$ cat src/rtl/wb_ram_arbiter_pkg.sv
// Shared arbiter constants: master indices, FSM state encoding and index helpers.
// Imported by the round-robin picker and the arbiter top.
package wb_ram_arbiter_pkg;

   localparam int         ARB_MASTERS = 3;

   localparam logic [1:0] WB_ARB_CPU  = 2'd0;
   localparam logic [1:0] WB_ARB_DSP  = 2'd1;
   localparam logic [1:0] WB_ARB_DAQ  = 2'd2;

   typedef enum logic {
      ARB_IDLE  = 1'b0,
      ARB_OWNED = 1'b1
   } arb_state_t;

   // Round-robin successor over the three master indices.
   function automatic logic [1:0] next_idx(input logic [1:0] idx);
      case (idx)
         WB_ARB_CPU: next_idx = WB_ARB_DSP;
         WB_ARB_DSP: next_idx = WB_ARB_DAQ;
         default:    next_idx = WB_ARB_CPU;
      endcase
   endfunction

   function automatic logic [1:0] onehot_to_idx(input logic [2:0] oh);
      case (oh)
         3'b010:  onehot_to_idx = WB_ARB_DSP;
         3'b100:  onehot_to_idx = WB_ARB_DAQ;
         default: onehot_to_idx = WB_ARB_CPU;
      endcase
   endfunction

endpackage

$ cat src/rtl/wb_ram_arbiter_picker.sv
// Combinational round-robin picker: first requester after 'last', wrapping mod 3.
// Zero latency; vld low when nobody requests.
module rr_priority_picker
   import wb_ram_arbiter_pkg::*;
(
   input  logic [2:0] req,
   input  logic [1:0] last,
   output logic [2:0] gnt,
   output logic       vld
);

   logic [1:0] first;
   logic [1:0] second;
   logic [1:0] third;

   assign first  = next_idx(last);
   assign second = next_idx(first);
   assign third  = next_idx(second);

   always_comb begin
      gnt = 3'b000;
      if (req[first]) begin
         gnt[first] = 1'b1;
      end else if (req[second]) begin
         gnt[second] = 1'b1;
      end else if (req[third]) begin
         gnt[third] = 1'b1;
      end
   end

   assign vld = |req;

endmodule

$ cat src/rtl/wb_ram_arbiter.sv
// Round-robin Wishbone arbiter granting whole cyc periods of one SRAM slave to 3 masters.
// Grant one edge after cyc; zero-latency response path; stalled owners get err from a watchdog.
module wb_ram_arbiter
   import wb_ram_arbiter_pkg::*;
#(
   parameter int NUM_MASTERS = 3,
   parameter int AW          = 32,
   parameter int DW          = 32,
   parameter int TIMEOUT     = 255
) (
   input  logic                  wb_clk,
   input  logic                  wb_rst_n,
   input  logic [3*AW-1:0]       m_adr_i,
   input  logic [3*DW-1:0]       m_dat_i,
   input  logic [3*(DW/8)-1:0]   m_sel_i,
   input  logic [2:0]            m_we_i,
   input  logic [2:0]            m_cyc_i,
   input  logic [2:0]            m_stb_i,
   input  logic [8:0]            m_cti_i,
   input  logic [5:0]            m_bte_i,
   output logic [DW-1:0]         m_dat_o,
   output logic [2:0]            m_ack_o,
   output logic [2:0]            m_err_o,
   output logic [2:0]            m_rty_o,
   output logic [AW-1:0]         s_adr_o,
   output logic [DW-1:0]         s_dat_o,
   output logic [DW/8-1:0]       s_sel_o,
   output logic                  s_we_o,
   output logic                  s_cyc_o,
   output logic                  s_stb_o,
   output logic [2:0]            s_cti_o,
   output logic [1:0]            s_bte_o,
   input  logic [DW-1:0]         s_dat_i,
   input  logic                  s_ack_i,
   input  logic                  s_err_i,
   input  logic                  s_rty_i,
   output logic [2:0]            grant_o,
   output logic                  timeout_o
);

   localparam int         SW      = DW / 8;
   localparam logic [7:0] WD_LAST = 8'(TIMEOUT - 1);

   if (NUM_MASTERS != ARB_MASTERS) begin : g_bad_masters
      $error("wb_ram_arbiter supports exactly 3 masters");
   end
   if (TIMEOUT < 2 || TIMEOUT > 255) begin : g_bad_timeout
      $error("wb_ram_arbiter TIMEOUT must be within 2..255");
   end

   arb_state_t state;
   logic [2:0] grant;
   logic [1:0] owner;
   logic [1:0] last_owner;
   logic [7:0] wd_cnt;

   logic       owned;
   logic [1:0] sel_idx;
   logic       owner_cyc;
   logic       owner_stb;
   logic       slv_rsp;
   logic       wd_fire;
   logic [2:0] pick_req;
   logic [1:0] pick_last;
   logic [2:0] pick_gnt;
   logic       pick_vld;

   assign owned     = (state == ARB_OWNED);
   assign sel_idx   = owned ? owner : WB_ARB_CPU;
   assign owner_cyc = m_cyc_i[sel_idx];
   assign owner_stb = m_stb_i[sel_idx];
   assign slv_rsp   = s_ack_i | s_err_i | s_rty_i;

   // The watchdog decision depends only on registered count and owner stb,
   // never on the slave response, so a combinational slave cannot form a loop.
   assign wd_fire   = owned & owner_stb & (wd_cnt == WD_LAST);

   assign s_adr_o   = m_adr_i[int'(sel_idx)*AW +: AW];
   assign s_dat_o   = m_dat_i[int'(sel_idx)*DW +: DW];
   assign s_sel_o   = m_sel_i[int'(sel_idx)*SW +: SW];
   assign s_we_o    = m_we_i[sel_idx];
   assign s_cti_o   = m_cti_i[int'(sel_idx)*3 +: 3];
   assign s_bte_o   = m_bte_i[int'(sel_idx)*2 +: 2];
   assign s_cyc_o   = owned & owner_cyc;
   assign s_stb_o   = owned & owner_stb & ~wd_fire;

   assign m_dat_o   = s_dat_i;
   assign m_ack_o   = grant & {3{s_ack_i & ~wd_fire}};
   assign m_rty_o   = grant & {3{s_rty_i & ~wd_fire}};
   assign m_err_o   = grant & {3{s_err_i | wd_fire}};

   assign grant_o   = grant;
   assign timeout_o = wd_fire;

   // In OWNED the picker only matters on the release edge; the releasing
   // master is masked so it cannot win straight back.
   assign pick_req  = owned ? (m_cyc_i & ~grant) : m_cyc_i;
   assign pick_last = owned ? owner : last_owner;

   rr_priority_picker u_picker (
      .req  (pick_req),
      .last (pick_last),
      .gnt  (pick_gnt),
      .vld  (pick_vld)
   );

   always_ff @(posedge wb_clk or negedge wb_rst_n) begin
      if (!wb_rst_n) begin
         state      <= ARB_IDLE;
         grant      <= 3'b000;
         owner      <= WB_ARB_CPU;
         last_owner <= WB_ARB_DAQ;
         wd_cnt     <= 8'd0;
      end else begin
         case (state)
            ARB_IDLE: begin
               wd_cnt <= 8'd0;
               if (pick_vld) begin
                  state <= ARB_OWNED;
                  grant <= pick_gnt;
                  owner <= onehot_to_idx(pick_gnt);
               end
            end
            ARB_OWNED: begin
               if (!owner_cyc) begin
                  last_owner <= owner;
                  wd_cnt     <= 8'd0;
                  if (pick_vld) begin
                     grant <= pick_gnt;
                     owner <= onehot_to_idx(pick_gnt);
                  end else begin
                     state <= ARB_IDLE;
                     grant <= 3'b000;
                     owner <= WB_ARB_CPU;
                  end
               end else if (wd_fire || slv_rsp) begin
                  wd_cnt <= 8'd0;
               end else if (owner_stb) begin
                  wd_cnt <= wd_cnt + 8'd1;
               end
            end
            default: begin
               state  <= ARB_IDLE;
               grant  <= 3'b000;
               owner  <= WB_ARB_CPU;
               wd_cnt <= 8'd0;
            end
         endcase
      end
   end

endmodule
$ cat config.mk
export PLATFORM = sky130hd
export DESIGN_NAME = wb_ram_arbiter
export DESIGN_NICKNAME = d
export VERILOG_FILES = /design/src/rtl/wb_ram_arbiter_pkg.sv /design/src/rtl/wb_ram_arbiter_picker.sv /design/src/rtl/wb_ram_arbiter.sv
export SDC_FILE = /design/constraint.sdc
export NUM_CORES = 1
export LEC_CHECK = 0
export CORE_AREA = 2 2 152 154
export DETAILED_ROUTE_END_ITERATION = 12
export DIE_AREA = 0 0 154 156
export SLEW_MARGIN = 20
export SYNTH_ARGS = -nofsm -noshare
export SYNTH_HDL_FRONTEND = slang
export SYNTH_SLANG_ARGS = --single-unit
$ cat constraint.sdc
create_clock -name wb_clk -period 2.27 [get_ports wb_clk]
set_input_delay 0.454 -clock wb_clk [delete_from_list [all_inputs] [get_ports wb_clk]]
set_output_delay 0.454 -clock wb_clk [all_outputs]
set_load 0.01 [all_outputs]
==> metrics.txt, run 1 <==
fin crit share=99.78%; Worst EP arrival=1.81 ns; kind of critical path=reg2out; TritonCTS clock tree=done; Avg WL per Cell=17.04 microns; r2r worst-path depth=10; Post-Syn Nets=679; Post-Synthesis Cells=412; initial antenna violation count=0; Net Switching=3047 uW; Antenna Cells=0; Seq/Total Area, Yosys=14.80%; Cell Pwr Density=970.4 nW/um^2; fin cells=1051; Period minus WS final=2.265 ns; post-cts hold buffer count=0; max-slew violations=0; die area=24020 sq um; RSZ-0062 raised after global routing=yes; standard-cell rows=55; Gate power share=88.4%; hold_ws=0.5321 ns; Initial Util=12.13%; Rel. slew slack=70.70%; Syn. warnings=0; Final Hold Fails=0; worst hold path type=in2async; Internal=3618 uW; status=completed; RR Startpoint=owner[1]$_DFFE_PN0P_; pin count of the biggest net entering global routing=47; post-synth cell types=48; Worst EP required=1.82 ns; Netlist Area Pre-Place=2714 sq um; Net Sw Frac=45.72%; Final nets=1034; Avg Cell Area, Syn=6.587 sq um; Die Y=156 microns; H-tree depth=1; gpl congestion=0.8581; worst-path maximum fanout=9; MaxCap Viol Count=0; global route overflow=0; # fillers=2387; Layout Area Growth over Synthesis=153.1%; total CTS buffers=3; vias=4489; clock skew=0.004394 ns; vias in the first global route=4370; Setup crit end kind=output port; Reg clk slew, reported paths=0.05 ns; Via density=4.271; dpl hpwl=13130 microns; Starting DRT DRC Count=186; Cells after DPL=1014; final wirelength=17910 microns; Die W=154 microns; most frequent cells in the layout=233 x clkdlybuf4s50_1, 77 x nand2_1, 62 x a22oi_1, 62 x buf_2, 61 x buf_4; startpoint types=flop; flops & latches, synth=16; first-pass GRT wire length=25590 microns; Reg power frac=6.3%; residual DRC count=0; Max VDD drop=0.0002613 V; 1st-pass router iterations=4; setup violators final=0; worst flop-to-flop path endpoint=wd_cnt[3]$_DFFE_PN0P_; core area=22370 sq um; Clock power frac=5.3%; GRT Total Usage=13.49%; worst slew pin tran=0.4395 ns; CTS Root Cell=clkbuf_16; worst-case clock buffer depth=2; I/O pins=386; Primary FF master, synth=dfrtp_1; Sink Count=16; Port Buffers=321; reg-to-reg setup timing slack=0.11 ns; layout cells sized above 1=30.42%; Leak=0.002844 uW; FFs w/ async S/R, synth=100.0%; Post-synth EDFFs=0; worst skew pair latency=0.25 ns; ANT nets after route=0; Max Fclk=441.5 MHz; commonest non-fill, non-tap cell in the layout=clkdlybuf4s50_1
worst max path at each step:
stage,start,slack [ns],to
floorplan,owner[1]$_DFFE_PN0P_,0.21,s_adr_o[0]
global placement,m_stb_i[0],-0.42,m_err_o[0]
detailed placement,m_stb_i[2],-0.47,m_err_o[0]
CTS,owner[1]$_DFFE_PN0P_,-0.13,s_adr_o[31]
global route,owner[1]$_DFFE_PN0P_,-0.1,s_dat_o[5]
finish,owner[1]$_DFFE_PN0P_,0.005,s_dat_o[5]
worst max-delay path: stages (launching register included):
cell and delay [ns]:
dfrtp_2 0.44, buf_6 0.15, o21ai_4 0.17, buf_6 0.15, buf_12 0.12, buf_8 0.11, buf_6 0.13, nand2_1 0.07
o21ai_0 0.07, buf_2 0.16
through the flow:
stage / total power (uW) / setup WS, ns / util, % / cell area (sq um) / setup TNS (ns)
after CTS: 6506 / -0.1328 / 30.11 / 6735 / -0.5555
after detailed placement: 5819 / -0.4663 / 29.01 / 6487 / -7.780
final: 6665 / 0.004920 / 30.71 / 6868 / 0
after floorplan: 2574 / 0.2115 / - / 2714 / 0
after global routing: 7194 / -0.09540 / 30.71 / 6868 / -0.8747
after global placement: 5813 / -0.4224 / 29.01 / 6487 / -6.675
power groups by stage:
| stage | clock (uW) | combinational (uW) | sequential [uW] |
|---|---|---|---|
| 6_report | 352 | 5890 | 420 |
| 4_1_cts | 364 | 5730 | 413 |
| 3_5_place_dp | 0 | 5400 | 416 |
| 5_1_grt | 380 | 6380 | 432 |
| 2_1_floorplan | 0 | 2170 | 401 |
| 3_3_place_gp | 0 | 5400 | 417 |
metal layers:
layer  vias to the layer above  global-route usage, %  part of all wire, %
met5                         -                      0                    0
met4                         0                  2.715                  1.3
met3                        16                  2.250                  6.9
met2                       189                  24.92                   52
met1                      2076                  16.44                   40
li1                       2208                      -                    -
cells in the mapped netlist (3+ instances only):
library cell / n / area [sq um]
and3_1: 6 / 37.54
or3_1: 7 / 43.79
nor2_1: 4 / 15.01
o32ai_1: 3 / 26.28
a22oi_1: 74 / 555.5
o21ai_0: 86 / 430.4
buf_1: 6 / 22.52
inv_1: 11 / 41.29
a21boi_0: 3 / 22.52
dfrtp_1: 15 / 375.4
buf_2: 9 / 45.04
clkbuf_1: 21 / 78.83
a21oi_1: 5 / 25.02
nand2_1: 81 / 304.0
buf_4: 33 / 247.7
a211oi_2: 7 / 87.58
cell families (layout without fill, tap and decap cells):
| logic type | Yosys count | in the layout | synth area share [%] |
|---|---|---|---|
| AO/OA/AOI/OAI | 193 | 193 | 47.16 |
| adder cells (fa/ha/maj) | 2 | 2 | 0.9219 |
| multiplexers | 2 | 2 | 0.7377 |
| flip-flops | 16 | 16 | 14.80 |
| AND/OR/NAND/NOR | 116 | 116 | 19.46 |
| buffers and inverters | 82 | 436 | 16.60 |
| XOR/XNOR | 1 | 1 | 0.3228 |
flip-flops by register name, indices dropped and copies added (netlist names):
signal	cells
owned	1
last_owner	2
grant_o	3
owner	2
wd_cnt	8
repair_timing:
item | 4_1_cts | 5_1_grt
setup buffers | 28 | 3
pin swaps | 8 | 9
gates cloned | 4 | 0
endpoints found under the setup margin | 87 | 78
resized for setup | 364 | 104
final cells by class:
class | count | area [sq um] | area share, %
Multi-Input combinational cell | 314 | 2071 | 30.15
Sequential cell | 16 | 402.9 | 5.866
Inverter | 12 | 45.04 | 0.6559
Tap cell | 285 | 356.6 | 5.192
Timing Repair Buffer | 420 | 3914 | 56.99
Clock buffer | 4 | 78.83 | 1.148
Power figures use the tool's default switching activity.
==> inputs of run 2 (changes only) <==
--- a/config.mk
+++ b/config.mk
@@ -5,6 +5,7 @@
 export SDC_FILE = /design/constraint.sdc
 export NUM_CORES = 1
 export LEC_CHECK = 0
+export CAP_MARGIN = 10
 export CORE_AREA = 2 2 152 154
 export DETAILED_ROUTE_END_ITERATION = 12
 export DIE_AREA = 0 0 154 156
==> results of run 2 <==
No change in the layout: final DEF, timing and power equal those of run 1.
